## src/rtl/layer_serializer.sv

```systemverilog
// layer_serializer: captures a full layer of neuron outputs once every in_valid
// strobe is high, then streams the elements out one per cycle, neuron 0 first.
// Optional feature macro MAXFIND_EN adds a signed running-argmax over each
// stream, reported on max_idx / max_valid.
module layer_serializer #(
  parameter int num_neurons = 30,
  parameter int data_width  = 16,
  localparam int unsigned CNT_W = (num_neurons > 1) ? $clog2(num_neurons) : 1
) (
  input  logic                              clk,
  input  logic                              rst,
  input  logic [num_neurons-1:0]            in_valid,
  input  logic [num_neurons*data_width-1:0] in_data,
  output logic [data_width-1:0]             out_data,
  output logic                              out_valid,
  output logic                              busy,
`ifdef MAXFIND_EN
  output logic [CNT_W-1:0]                  max_idx,
  output logic                              max_valid,
`endif
  output logic                              overrun
);

  localparam logic [0:0] IDLE  = 1'b0;
  localparam logic [0:0] SHIFT = 1'b1;
  localparam logic [CNT_W-1:0] CNT_LAST = CNT_W'(num_neurons - 1);

  logic [0:0]                        state_q, state_d;
  logic [CNT_W-1:0]                  cnt_q, cnt_d;
  logic [num_neurons*data_width-1:0] hold_q, hold_d;
  logic [data_width-1:0]             out_data_q, out_data_d;
  logic                              out_valid_q, out_valid_d;
  logic                              busy_q, busy_d;
  logic                              overrun_q, overrun_d;
  logic                              capture;
  logic                              last;

  // Next-state: capture / shift / back-to-back reload / overrun detection
  always_comb begin
    state_d    = state_q;
    cnt_d      = cnt_q;
    hold_d     = hold_q;
    overrun_d  = overrun_q;
    capture    = &in_valid;
    last       = (cnt_q == CNT_LAST);
    if (rst) begin
      state_d   = IDLE;
      cnt_d     = '0;
      hold_d    = '0;
      overrun_d = 1'b0;
    end else begin
      case (state_q)
        IDLE: begin
          if (capture) begin
            hold_d  = in_data;
            cnt_d   = '0;
            state_d = SHIFT;
          end
        end
        SHIFT: begin
          if (last) begin
            cnt_d = '0;
            if (capture) begin
              hold_d = in_data;
            end else begin
              state_d = IDLE;
            end
          end else begin
            cnt_d = cnt_q + CNT_W'(1);
            if (capture) begin
              overrun_d = 1'b1;
            end
          end
        end
        default: begin
          state_d = IDLE;
          cnt_d   = '0;
        end
      endcase
    end
  end

  // Registered outputs reflect the state/element being entered this edge
  always_comb begin
    out_valid_d = (state_d == SHIFT);
    busy_d      = (state_d == SHIFT);
    out_data_d  = '0;
    if (out_valid_d) begin
      out_data_d = hold_d[int'(cnt_d)*data_width +: data_width];
    end
  end

  // State and output registers
  always_ff @(posedge clk) begin
    state_q     <= state_d;
    cnt_q       <= cnt_d;
    hold_q      <= hold_d;
    out_data_q  <= out_data_d;
    out_valid_q <= out_valid_d;
    busy_q      <= busy_d;
    overrun_q   <= overrun_d;
  end

  assign out_data  = out_data_q;
  assign out_valid = out_valid_q;
  assign busy      = busy_q;
  assign overrun   = overrun_q;

`ifdef MAXFIND_EN
  logic [data_width-1:0] run_max_q, run_max_d;
  logic [CNT_W-1:0]      run_idx_q, run_idx_d;
  logic [CNT_W-1:0]      max_idx_q, max_idx_d;
  logic                  max_valid_q, max_valid_d;

  // Running signed max over the element on out_data; strict > keeps lowest index on ties
  always_comb begin
    run_max_d   = run_max_q;
    run_idx_d   = run_idx_q;
    max_idx_d   = max_idx_q;
    max_valid_d = 1'b0;
    if (rst) begin
      run_max_d = '0;
      run_idx_d = '0;
      max_idx_d = '0;
    end else if (state_q == SHIFT) begin
      if ((cnt_q == '0) || ($signed(out_data_q) > $signed(run_max_q))) begin
        run_max_d = out_data_q;
        run_idx_d = cnt_q;
      end
      if (last) begin
        max_valid_d = 1'b1;
        max_idx_d   = run_idx_d;
      end
    end
  end

  // Argmax registers
  always_ff @(posedge clk) begin
    run_max_q   <= run_max_d;
    run_idx_q   <= run_idx_d;
    max_idx_q   <= max_idx_d;
    max_valid_q <= max_valid_d;
  end

  assign max_idx   = max_idx_q;
  assign max_valid = max_valid_q;
`endif

endmodule
```

## config.mk

```make
export PLATFORM = sky130hd
export DESIGN_NAME = layer_serializer
export DESIGN_NICKNAME = d
export VERILOG_FILES = /design/src/rtl/layer_serializer.sv
export SDC_FILE = /design/constraint.sdc
export NUM_CORES = 1
export LEC_CHECK = 0
export CAP_MARGIN = 20
export CORE_ASPECT_RATIO = 0.7
export CORE_MARGIN = 2
export CORE_UTILIZATION = 45
export CTS_CLUSTER_DIAMETER = 30
export DETAILED_ROUTE_END_ITERATION = 7
export GPL_TIMING_DRIVEN = 0
export PLACE_DENSITY = 0.79
export SYNTH_ARGS = -nofsm -noshare
export SYNTH_HDL_FRONTEND = slang
export SYNTH_SLANG_ARGS = --single-unit
```

## constraint.sdc

```tcl
create_clock -name clk -period 3.25 [get_ports clk]
set_clock_uncertainty 0.05 [all_clocks]
set_input_delay 0.975 -clock clk [delete_from_list [all_inputs] [get_ports clk]]
set_output_delay 0.975 -clock clk [all_outputs]
set_load 0.01 [all_outputs]
```

==> results of run 1 <==
[cells in the mapped netlist (all sizes together) (3+ instances only)]
cell / count / area [µm²]
buf: 119 / 556.8
o221ai: 52 / 455.4
a31oi: 11 / 68.82
a211o: 3 / 26.28
dfxtp: 503 / 10070
o22ai: 55 / 344.1
nand2b: 3 / 18.77
o211ai: 6 / 45.04
nor4: 11 / 68.82
o311ai: 4 / 35.04
or4: 3 / 26.27
a311oi: 6 / 52.55
a211oi: 73 / 548.0
nand4: 17 / 106.4
o311a: 5 / 50.05
a32oi: 3 / 26.28
mux2: 8 / 90.09
o31ai: 16 / 120.1
a22oi: 7 / 52.55
nand3: 21 / 105.1
nand2: 466 / 1749
o32a: 6 / 60.06
a221oi: 4 / 35.03
a21o: 3 / 22.52
a2111oi: 7 / 63.81
nor2: 319 / 1197
mux2i: 295 / 2953
o21ai: 43 / 215.2
and3: 4 / 25.02
o32ai: 11 / 96.34
nor3: 65 / 336.6
inv: 6 / 22.52
and2: 4 / 25.02
o221a: 7 / 78.83
a21oi: 256 / 1281
clkbuf: 106 / 397.9
[final timing paths]
path	start	end	cells after the start
setup / recovery	in_valid[1]	out_data[0]$_SDFF_PN0_	14
hold / removal	hold_q[135]$_DFF_P_	hold_q[135]$_DFF_P_	2
setup reg to reg	cnt_q[0]$_DFF_P_	out_data[11]$_SDFF_PN0_	12
hold reg to reg	hold_q[135]$_DFF_P_	hold_q[135]$_DFF_P_	2
[through the flow]
stage	power, µW	instance area [µm²]
global placement	7311	27810
detailed placement	7316	27900
CTS	17190	33000
floorplan	6429	21740
finish	17380	34450
global route	17560	34450
[critical path: stages]
cell and delay [ns]:
buf_6 0.07, nand4_1 0.12, or4_4 0.60, o211ai_1 0.29
a21o_1 0.21, buf_6 0.15, inv_6 0.04, buf_12 0.14
buf_12 0.14, buf_12 0.15, a211oi_4 0.32, a211oi_2 0.10
nor4_4 0.58, nor3_2 0.15
[power breakdown]
group | switching, µW | leakage (µW) | internal [µW]
registers | 0.00000270 | 0.00405 | 6170
clock network | 3710 | 0.00157 | 6380
logic | 516 | 0.00820 | 595
total | 4230 | 0.0138 | 13100
[per-layer routing]
layer | vias up | routed length [µm] | track usage
li1 | 10360 | - | -
met1 | 12260 | 47410 | 0.6341
met2 | 2366 | 51060 | 0.6758
met3 | 500 | 20800 | 0.1831
met4 | 2 | 7952 | 0.2344
met5 | - | 14 | 0
[logic make-up after synthesis]
| family | Yosys count |
|---|---|
| and+or+nand+nor | 917 |
| AOI/OAI and AO/OA | 584 |
| DFF | 503 |
| muxes | 304 |
| buffers and inverters | 232 |
| adders and majority gates | 2 |
| xor gates and xnor gates | 1 |
[what timing repair did]
action                                  in CTS  in global routing
endpoints found under the setup margin     348                 54
gates cloned                                 1                  5
pin swaps                                   59                 76
gates resized for setup                    612                283
buffers inserted                            28                 33
[state kept, by name, indices dropped and copies added (netlist names)]
name and flops:
busy 1, cnt_q 5, hold_q 480, out_data 16, overrun 1
[cell type report]
cell class                 count  area [µm²]  share of cell area
buffer                       220        2039             0.05920
clock inverter                64       865.8             0.02513
multi-input combinational   1808       12180              0.3536
clock buffer                 104        2365             0.06864
timing repair buffer         601        6113              0.1775
inverter                       7       36.28            0.001053
tap                          621       777.0             0.02255
sequential                   503       10070              0.2923
==> impl_metrics.yaml, run 1 <==
final_layout:
  syn_to_final_growth_pct: 59.74
  mostFrequentLayoutCells: "dfxtp_1 (503), clkdlybuf4s50_1 (499), nand2_1 (449)"
  final_util: 0.7235
  nFillCells: 3498
  stdcell_count: 3928
  fin_nets: 3745
  n_antenna_cell: 0
  layout_commonest_cell: "dfxtp_1"
  drive_gt1_frac: 0.2201
sta:
  hold_ws_ns: 0.4096
  fmax_mhz: 275.2
  fin_crit_sh: 1.118
  slew_headroom: 0.2372
  setup_viol: 18
  rsz0062_at_grt: "yes"
  hold_violations: 0
  worst_slack_ns: -0.3832
  tns_ns: -3.325
  min_period_ns: 3.633
  tightestPinTransition_ns: 1.144
  slew_viol_final: 0
synthesis:
  ys_ff_latch: 503
  ys_types: 58
  synth_compound_area_frac: 0.1730
  ys.flop_type: "dfxtp_1"
  synth-edff-count: 0
  synthSimpleGateAreaFrac: 0.1709
  postSynthAreaPerCell_um2: 8.480
  synth_top_family_by_area: "compound AO/OA/AOI/OAI gates"
  synth_mux_area_frac: 0.1421
  syn_nets: 3057
  synthXorXnorAreaFrac: 0.0004061
  synth_area_um2: 21570
  syn_inst: 2543
  async_flop_share: 0
  ys_seq_area_frac: 0.4669
  yosysWarningCount: 0
  yosys.area_share.adder: 0.001160
setup_path:
  end_kind: "register"
  crit_required_ns: 3.68
  r2r_slack_ns: -0.24
  cp.arrival_ns: 4.06
  worst_setup_path_start_kind: "primary input"
  worst-setup-path-type: "primary input to register"
  worstPathMaxFanout: 7
global_routing:
  gr-usage-all-layers: 0.4774
  grt_overflow: 0
  grt_first_pass_wirelength_um: 168600
  antenna_found_initial: 3
  grt_max_degree: 14
  grt_pass1_vias: 23800
drt:
  drt_iter0_drc: 4225
  via_per_inst: 6.489
  drt_pass1_iterations: 8
  post_drt_wl_per_cell_um: 32.39
  drc_errors: 0
  via_count: 25490
  wirelength_um: 127200
  antenna_violating_nets_post_route: 0
floorplanning:
  pin_count: 531
  die_y_um: 187.2
  die_area_um2: 49720
  start_util: 0.4529
  fp.dieW_um: 265.7
  num_rows: 67
  core-area_um2: 47620
outcome:
  status: "finished, violations left"
  violations: "negative setup slack"
place:
  io_buffers: 529
  hpwl_um: 90770
  dpl.cell_count: 3700
  gp_congestion: 1.045
  pre_cts_ws_ns: -2.612
hold_path:
  hold_path.class: "register to register"
job:
  drv_cap: 0
clock_tree:
  cts.clk_slew.worst_paths_ns: 0.05
  cts_root_buf: "clkbuf_16"
  clkSinkCount: 503
  cts_tree: "yes"
  clk_path_buf_depth: 3
  cts_buffers: 90
  cts-htree-levels: 3
  cts_hold_buf: 0
  clk_latency_ns: 0.63
power_and_ir_drop:
  leakage_uw: 0.01381
  peakVddDrop_mv: 0.4427
  p_per_area_nw_per_um2: 504.4
Note: power is estimated with default switching activity, not from simulation.
==> run 2, diff against run 1 <==
--- a/config.mk
+++ b/config.mk
@@ -8,11 +8,12 @@
 export CAP_MARGIN = 20
 export CORE_ASPECT_RATIO = 0.7
 export CORE_MARGIN = 2
-export CORE_UTILIZATION = 45
+export CORE_UTILIZATION = 46
+export CTS_BUF_LIST = sky130_fd_sc_hd__clkbuf_2 sky130_fd_sc_hd__clkbuf_4 sky130_fd_sc_hd__clkbuf_8
 export CTS_CLUSTER_DIAMETER = 30
 export DETAILED_ROUTE_END_ITERATION = 7
 export GPL_TIMING_DRIVEN = 0
-export PLACE_DENSITY = 0.79
+export PLACE_DENSITY = 0.8
 export SYNTH_ARGS = -nofsm -noshare
 export SYNTH_HDL_FRONTEND = slang
 export SYNTH_SLANG_ARGS = --single-unit
==> impl_metrics.yaml, run 2 (synthesis gave the netlist of run 1 again) <==
outcome:
  status: "finished, violations left"
  violations: "negative setup slack"
sta:
  tightestPinTransition_ns: 1.044
  fin_crit_sh: 1.085
  rsz0062_at_grt: "yes"
  hold_ws_ns: 0.4089
  hold_violations: 0
  worst_slack_ns: -0.2765
  min_period_ns: 3.527
  slew_viol_final: 0
  fmax_mhz: 283.6
  setup_viol: 16
  slew_headroom: 0.3039
power_and_ir_drop:
  power_switching_uw: 3555
  peakVddDrop_mv: 0.3015
  finalPower_uw: 14380
  leakage_uw: 0.01311
  combPwrFrac: 0.075
  p_int_uw: 10830
  seqPwrFrac: 0.429
  p_per_area_nw_per_um2: 439.5
  power_frac_clock: 0.496
  swShare: 0.2471
floorplanning:
  die_area_um2: 48660
  pin_count: 531
  die_y_um: 185.2
  num_rows: 66
  start_util: 0.4655
  core-area_um2: 46330
  fp.dieW_um: 262.8
place:
  gp_congestion: 1.057
  hpwl_um: 88500
  dpl.cell_count: 3688
  place_area_um2: 27850
  pre_cts_ws_ns: -2.490
  io_buffers: 529
drt:
  top_layer: "met5"
  post_drt_wl_per_cell_um: 30.86
  wl_met1_um: 45180
  wl_met3_um: 19240
  wirelength_um: 120400
  via_count: 25070
  drt_iter0_drc: 3916
  wl_met2_um: 47990
  drt_pass1_iterations: 6
  antenna_violating_nets_post_route: 0
  via_per_inst: 6.426
  drc_errors: 0
global_routing:
  grt_pass1_vias: 23900
  gr-usage-all-layers: 0.4716
  grt_first_pass_wirelength_um: 163300
  grt_overflow: 0
  grt_max_degree: 14
  antenna_found_initial: 4
final_layout:
  stdcell_count: 3902
  fin_nets: 3726
  largest_reg_flops: 480
  drive_gt1_frac: 0.2095
  mostFrequentLayoutCells: "dfxtp_1 (503), clkdlybuf4s50_1 (499), nand2_1 (458)"
  syn_to_final_growth_pct: 51.76
  layout_commonest_cell: "dfxtp_1"
  top_register: "hold_q"
  stdcell_area_um2: 32730
setup_path:
  path_buf_inv: 5
  cp_common_cell: "buf_12"
  cp.arrival_ns: 4.02
  crit_slowest_cell: "or4_4"
  worstPathCellList: "buf_6 > nand4_1 > or4_4 > o211ai_1 > a21o_1 > inv_2 > buf_12 > buf_12 > buf_12 > a211oi_4 > a211oi_4 > nor4_4 > nor3_2"
  path_delay_family: "simple AND/OR/NAND/NOR gates"
  worstPathMaxFanout: 7
  end_kind: "register"
  crit_required_ns: 3.74
  worst-setup-path-type: "primary input to register"
  critPathMaxStageDelay_ns: 0.58
  worst_setup_path_start_kind: "primary input"
clock_tree:
  clkSinkCount: 503
  cts.clk_slew.worst_paths_ns: 0.07
  cts_root_buf: "clkbuf_8"
  clk_path_buf_depth: 3
  cts-htree-levels: 3
  clk_latency_ns: 0.69
  cts_tree: "yes"
  cts_buffers: 93
hold_path:
  hold_path.class: "register to register"
job:
  drv_cap: 0
## run 2: cell types whose count changed in the layout (fill, tap and decap cells not counted), sizes merged
cell,before,now
buf,218,199
clkbuf,204,220
inv,23,10
clkinv,28,25
clkinvlp,7,10
bufinv,13,11
diode,0,2
bufbuf,1,0
## run 2: per-stage QoR
step | TNS [ns] | util
after global placement | -425.21 | 0.6001
final | -2.061 | 0.7065
after CTS | -0.07401 | 0.6822
after floorplan | -0.5471 | -
after global routing | -1.744 | 0.7064
after detailed placement | -428.02 | 0.6011
## run 2: worst paths after layout
check / startpoint / endpoint / slack [ns] / cells after the start
worst max-delay path: in_valid[26] / out_data[11]$_SDFF_PN0_ / -0.28 / 13
worst max register to register: cnt_q[1]$_DFF_P_ / out_data[11]$_SDFF_PN0_ / -0.15 / 15
worst min register to register: hold_q[115]$_DFF_P_ / hold_q[115]$_DFF_P_ / 0.41 / 2
worst min-delay path: hold_q[115]$_DFF_P_ / hold_q[115]$_DFF_P_ / 0.41 / 2
## run 2: power by group through the flow
stage               sequential (µW)  combinational [µW]  clock (µW)
finish                         6170                1080        7140
global route                   6160                1070        7360
CTS                            6170                1010        7050
detailed placement             6300                 996           0
global placement               6300                1000           0
floorplan                      6300                 127           0
## run 2: layer usage
layer / global-route usage / vias to the layer above
met5: 0.01001 / -
met4: 0.2662 / 4
met3: 0.1877 / 501
met2: 0.6806 / 2253
met1: 0.5988 / 11990
li1: - / 10320
## run 2: layout make-up
cell class / count / area, µm²
clock inverter: 49 / 596.8
antenna: 2 / 5.005
inverter: 7 / 31.28
timing repair buffer: 576 / 5640
clock buffer: 122 / 1560
buffer: 223 / 2103
sequential: 503 / 10070
tap: 612 / 765.7
multi-input combinational: 1808 / 11960
fill: 3580 / 13600
## run 2: worst min-delay path: stages, from the launching register on
cell	delay (ns)
dfxtp_1	0.30
nand2_1	0.05
a21oi_1	0.06
## run 2: repair_timing
| action | in CTS | in global routing |
|---|---|---|
| gates cloned | 0 | 3 |
| endpoints found under the setup margin | 305 | 254 |
| hold buffers | 0 | 0 |
| pin swaps | 48 | 55 |
| gates resized for setup | 572 | 266 |
| buffers inserted | 26 | 13 |
